--- config.mk ---
export PLATFORM = sky130hd
export DESIGN_NAME = uart_tx
export DESIGN_NICKNAME = d
export VERILOG_FILES = /design/src/rtl/uart_pkg.sv /design/src/rtl/uart_baud_gen.sv /design/src/rtl/uart_tx.sv
export SDC_FILE = /design/constraint.sdc
export NUM_CORES = 1
export LEC_CHECK = 0
export BUFFER_PORTS_ARGS = -buffer_cell sky130_fd_sc_hd__buf_2
export CAP_MARGIN = 30
export CELL_PAD_IN_SITES_DETAIL_PLACEMENT = 1
export CELL_PAD_IN_SITES_GLOBAL_PLACEMENT = 2
export CORE_AREA = 2 2 88 48
export CTS_CLUSTER_SIZE = 25
export DETAILED_ROUTE_END_ITERATION = 10
export DIE_AREA = 0 0 90 50
export PLACE_DENSITY = 0.85
export SYNTH_ARGS = -nofsm -noshare
export SYNTH_HDL_FRONTEND = slang
export SYNTH_SLANG_ARGS = --single-unit
--- constraint.sdc ---
create_clock -name clk -period 2.49 [get_ports clk]
set_clock_uncertainty 0.15 [all_clocks]
set_input_delay 0.1245 -clock clk [delete_from_list [all_inputs] [get_ports clk]]
set_output_delay 0.1245 -clock clk [all_outputs]
set_load 0.005 [all_outputs]
--- src/rtl/uart_pkg.sv ---
// -----------------------------------------------------------------------------
// uart_pkg
// Shared definitions for the UART blocks: frame data width and the transmit
// state encoding.
// -----------------------------------------------------------------------------
package uart_pkg;

  localparam int UART_DATA_BITS = 8;

  typedef enum logic [2:0] {
    IDLE,
    START,
    DATA,
    PARITY,
    STOP
  } uart_state_t;

endpackage : uart_pkg

--- src/rtl/uart_baud_gen.sv ---
// -----------------------------------------------------------------------------
// uart_baud_gen
// Bit-period counter. Counts 0..CLKS_PER_BIT-1 and pulses tick on the terminal
// count, then wraps to 0, so every bit lasts exactly CLKS_PER_BIT cycles.
// Ports:
//   clk    - clock, rising edge
//   rst_n  - asynchronous active-low reset
//   clear  - synchronous clear; holds the counter at 0 and suppresses tick
//   tick   - high during the last cycle of each bit period
// -----------------------------------------------------------------------------
module uart_baud_gen #(
  parameter int CLKS_PER_BIT = 434
) (
  input  logic clk,
  input  logic rst_n,
  input  logic clear,
  output logic tick
);

  localparam int CNT_W = (CLKS_PER_BIT > 1) ? $clog2(CLKS_PER_BIT) : 1;
  localparam logic [CNT_W-1:0] LAST = CNT_W'(CLKS_PER_BIT - 1);

  logic [CNT_W-1:0] cnt;

  // NOTE: state registers use non-blocking assignments so every flop samples
  // pre-edge values, independent of the order the processes are evaluated.
  always_ff @(posedge clk or negedge rst_n) begin
    if (!rst_n) begin
      cnt <= '0;
    end else if (clear || cnt == LAST) begin
      cnt <= '0;
    end else begin
      cnt <= cnt + 1'b1;
    end
  end

  assign tick = !clear && (cnt == LAST);

endmodule : uart_baud_gen

--- src/rtl/uart_tx.sv ---
// -----------------------------------------------------------------------------
// uart_tx
// Byte-wide UART transmitter draining an upstream fifo through a valid/ready
// handshake. Frames are start bit, 8 data bits LSB first, optional even parity,
// then 1 or 2 stop bits.
// Ports:
//   clk      - clock, rising edge
//   rst_n    - asynchronous active-low reset
//   in_data  - byte to send, sampled only on the accepting edge
//   in_valid - upstream has a byte
//   in_ready - high only in IDLE; a byte is accepted when in_valid && in_ready
//   tx       - registered serial line, idles high
//   busy     - a frame is in progress
// -----------------------------------------------------------------------------
module uart_tx
  import uart_pkg::*;
#(
  parameter int CLKS_PER_BIT = 434,
  parameter int PARITY_EN    = 0,
  parameter int STOP_BITS    = 1
) (
  input  logic                      clk,
  input  logic                      rst_n,
  input  logic [UART_DATA_BITS-1:0] in_data,
  input  logic                      in_valid,
  output logic                      in_ready,
  output logic                      tx,
  output logic                      busy
);

  localparam logic [2:0] LAST_DATA_BIT = 3'(UART_DATA_BITS - 1);
  localparam logic [2:0] LAST_STOP_BIT = 3'(STOP_BITS - 1);

  uart_state_t               state_q, state_d;
  logic [UART_DATA_BITS-1:0] shreg_q, shreg_d;
  logic [2:0]                bit_cnt_q, bit_cnt_d;
  logic                      parity_q, parity_d;
  logic                      tx_q, tx_d;
  logic                      tick;

  // The baud counter is held cleared while idle, so it starts from 0 on the
  // acceptance edge and the start bit gets a full period.
  uart_baud_gen #(
    .CLKS_PER_BIT(CLKS_PER_BIT)
  ) u_baud (
    .clk  (clk),
    .rst_n(rst_n),
    .clear(state_q == IDLE),
    .tick (tick)
  );

  always_ff @(posedge clk or negedge rst_n) begin
    if (!rst_n) begin
      state_q   <= IDLE;
      shreg_q   <= '0;
      bit_cnt_q <= '0;
      parity_q  <= 1'b0;
      tx_q      <= 1'b1;
    end else begin
      state_q   <= state_d;
      shreg_q   <= shreg_d;
      bit_cnt_q <= bit_cnt_d;
      parity_q  <= parity_d;
      tx_q      <= tx_d;
    end
  end

  // NOTE: every output of this block is given a default first, so no path
  // leaves a signal unassigned and no latch is inferred.
  always_comb begin
    state_d   = state_q;
    shreg_d   = shreg_q;
    bit_cnt_d = bit_cnt_q;
    parity_d  = parity_q;

    unique case (state_q)
      IDLE: begin
        if (in_valid) begin
          shreg_d   = in_data;
          parity_d  = ^in_data;
          bit_cnt_d = '0;
          state_d   = START;
        end
      end
      START: begin
        if (tick) state_d = DATA;
      end
      DATA: begin
        if (tick) begin
          shreg_d   = shreg_q >> 1;
          bit_cnt_d = bit_cnt_q + 3'd1;
          if (bit_cnt_q == LAST_DATA_BIT) begin
            state_d = (PARITY_EN != 0) ? PARITY : STOP;
          end
        end
      end
      PARITY: begin
        if (tick) state_d = STOP;
      end
      STOP: begin
        // The bit counter, back at 0 after the data bits, counts stop bits.
        if (tick) begin
          if (bit_cnt_q == LAST_STOP_BIT) begin
            bit_cnt_d = '0;
            state_d   = IDLE;
          end else begin
            bit_cnt_d = bit_cnt_q + 3'd1;
          end
        end
      end
      default: state_d = IDLE;
    endcase
  end

  // The line level is derived from the next state and registered, so tx
  // changes on the same edge as the state and is glitch-free at the pin.
  always_comb begin
    tx_d = 1'b1;
    unique case (state_d)
      START:   tx_d = 1'b0;
      DATA:    tx_d = shreg_d[0];
      PARITY:  tx_d = parity_d;
      default: tx_d = 1'b1;
    endcase
  end

  assign tx       = tx_q;
  assign in_ready = (state_q == IDLE);
  assign busy     = (state_q != IDLE);

endmodule : uart_tx

==> metrics.txt <==
Post-synth ARST share 100%; Top FF cell, synth dfrtp_1; number of buffers added by the clock tree synthesis step 3; buffer type at the clock tree root clkbuf_8; fill cell instance count of the final layout 443; first-pass iteration count of the detailed router 4; power after layout 0.698 mW; Crit Path Category flip-flop to flip-flop; diode insertion count for antenna repair 0; via count 979; result of the run finished clean; fin. max-slew vios 0; setup slack after layout between 0.3 and 0.4 ns; TritonCTS clock tree built; worst slew margin relative to its limit 61.3%; placer congestion estimate 0.783; detailed-route vias per instance 4.75; detailed-placement wirelength estimate 2400 um; share of layout cells above drive strength 1 approximately 18%; Data required, critical path 2.55 ns; sequential fraction of the synthesis area between 40% and 50%; effective utilization at floorplan 35.4%; slew at the pin closest to its max-slew limit 0.581 ns; global-route wire length before repair 5220 um; Syn Area/Cell 10.2 sq um; register bit total from synthesis 25; power density cells around 450 nW/um^2; Gate Count Post-Synth 129; initial detailed-routing violation count 66; Std-Cell Rows 16; die footprint 4500 sq um; worst setup slack after placement 0.408 ns; leakage power total 0.722 nW; total track usage 15.2%; worst-path fanout max 9; CORE AREA 3720 sq um; post-CTS setup repair buffer count 0; number of enable flip-flop cells after synthesis 0; fin crit share 84.5%; average wire length per cell after detail routing 14.7 um; CTS sink cnt 25; maxcap violations 0; remaining routing DRC violations 0; Detail Route Antenna Nets 0; number of global-route vias before repair 1017; highest clock frequency the design can meet 475 MHz; data arrival time of the worst path 2.16 ns; maximum number of pins on one net before global-route repair 26; syn nets around 150; Post-Synthesis Cell Area ~1300 sq um; Total Nets Final 169; Final Hold Fails 0; clock slew at reported path FFs 0.09 ns; vertical extent of the die 50 um; reg2reg setup slack 0.39 ns; count of final setup violators 0; detailed-route wire length around 3000 um; H-Tree Depth 1; Tmin final approximately 2.1 ns; final-layout setup total negative slack 0 ns; unrepaired setup endpoints after global routing false; initial antenna violation count 0; Tightest Hold Check Type primary input to flip-flop; total number of yosys warnings 0; post-synthesis to final-layout area growth 18.4%; ports placed on the boundary 14; kind of end point of the critical path flip-flop; insertion delay to the later sink of the worst-skew pair 0.27 ns; total of buffers placed on input and output ports 13; worst-case vdd ir drop 197 uV; overflow left after global routing 0; width of the die ~90 um; synth unique cells 35; CP startpoint kind flip-flop; deepest clock path buffer count 2
[path summary, 6_finish.rpt]
path,depth (start not counted),start,end
max,6,state_q[0]$_DFF_PN0_,tx$_DFF_PN1_
min,3,in_data[6],shreg_q[6]$_DFFE_PN0P_
max reg2reg,6,state_q[0]$_DFF_PN0_,tx$_DFF_PN1_
min reg2reg,2,shreg_q[5]$_DFFE_PN0P_,shreg_q[5]$_DFFE_PN0P_
max in group asynchronous,2,rst_n,shreg_q[1]$_DFFE_PN0P_
min in group asynchronous,2,rst_n,u_baud.cnt[0]$_DFF_PN0_
[layout make-up]
class	instances	area (sq um)	area share, %
Inverter	7	26.3	1.68
Timing Repair Buffer	20	135	8.66
Sequential cell	25	627	40.2
Clock buffer	4	45.0	2.89
Multi-Input combinational cell	96	659	42.3
Tap cell	54	67.6	4.33
[layer usage]
layer	up-vias	wire (um)	track usage, %
li1	486	-	-
met1	477	1680	22.1
met2	12	1230	21.7
met3	4	86	3.98
met4	0	37	5.38
met5	-	0	0
[critical path, stage by stage, from the launching register on]
cell and delay (ns):
dfrtp_1 0.47, or3_4 0.46, inv_1 0.13, and2_1 0.33, a22oi_1 0.19, o211a_1 0.17
o2bb2ai_1 0.13
[synth_stat cells, types with 2 or more instances]
| library cell | n | area [sq um] |
|---|---|---|
| inv_1 | 7 | 26.3 |
| dfrtp_1 | 24 | 601 |
| a22oi_1 | 7 | 52.6 |
| o21ai_0 | 5 | 25.0 |
| a21oi_1 | 2 | 10.0 |
| nor2_1 | 13 | 48.8 |
| nand2_1 | 23 | 86.3 |
| xor2_1 | 3 | 26.3 |
| xnor2_1 | 11 | 96.3 |
| nand4_1 | 2 | 12.5 |
| nand3_1 | 2 | 10.0 |
| mux2i_1 | 3 | 30.0 |
| ha_1 | 5 | 62.6 |
[flip-flops by register name, indices dropped and copies added (netlist names)]
name	flops
parity_q	1
tx	1
u_baud.cnt	9
bit_cnt_q	3
shreg_q	8
state_q	3
[report_power, final]
| part | switching (mW) | total, mW | internal [mW] |
|---|---|---|---|
| Sequential | 0 | 0.406 | 0.406 |
| Clock | 0.128 | 0.242 | 0.115 |
| Combinational | 0.0245 | 0.0497 | 0.0253 |
[metrics by stage]
step	utilization [%]	instances	area, sq um	hold WS (ns)
6_report	41.9	206	1560	0.0253
2_1_floorplan	-	129	1320	-0.321
3_3_place_gp	38.8	195	1450	-0.00740
3_5_place_dp	38.8	195	1450	0.00659
5_1_grt	41.9	206	1560	0.0461
4_1_cts	41.9	206	1560	0.0318
[timing repair]
item	4_1_cts	5_1_grt
resized for setup	0	0
endpoints found under the setup margin	0	0
hold buffers	7	0
endpoints found under the hold margin	30	0
[placed cells by master (no fill, tap or decap), types with 2 or more instances in the layout]
master / n
a21oi_1: 2
a22oi_1: 7
buf_2: 13
clkbuf_8: 3
dfrtp_1: 24
dlygate4sd3_1: 7
ha_1: 5
inv_1: 7
mux2i_1: 3
nand2_1: 23
nand3_1: 2
nand4_1: 2
nor2_1: 13
o21ai_0: 5
xnor2_1: 11
xor2_1: 3
[logic make-up (layout without fill, tap and decap cells)]
family                     after synthesis  count (layout)  share of synthesized area, %
and+or+nand+nor                         54              54                          22.2
DFF                                     25              25                          47.6
AOI/OAI and AO/OA                       20              20                          11.5
xor gates and xnor gates                14              14                          9.31
buffers and inverters                    8              31                          2.37
adders and majority gates                5               5                          4.75
muxes                                    3               3                          2.28
Note: power is estimated with default switching activity, not from simulation.
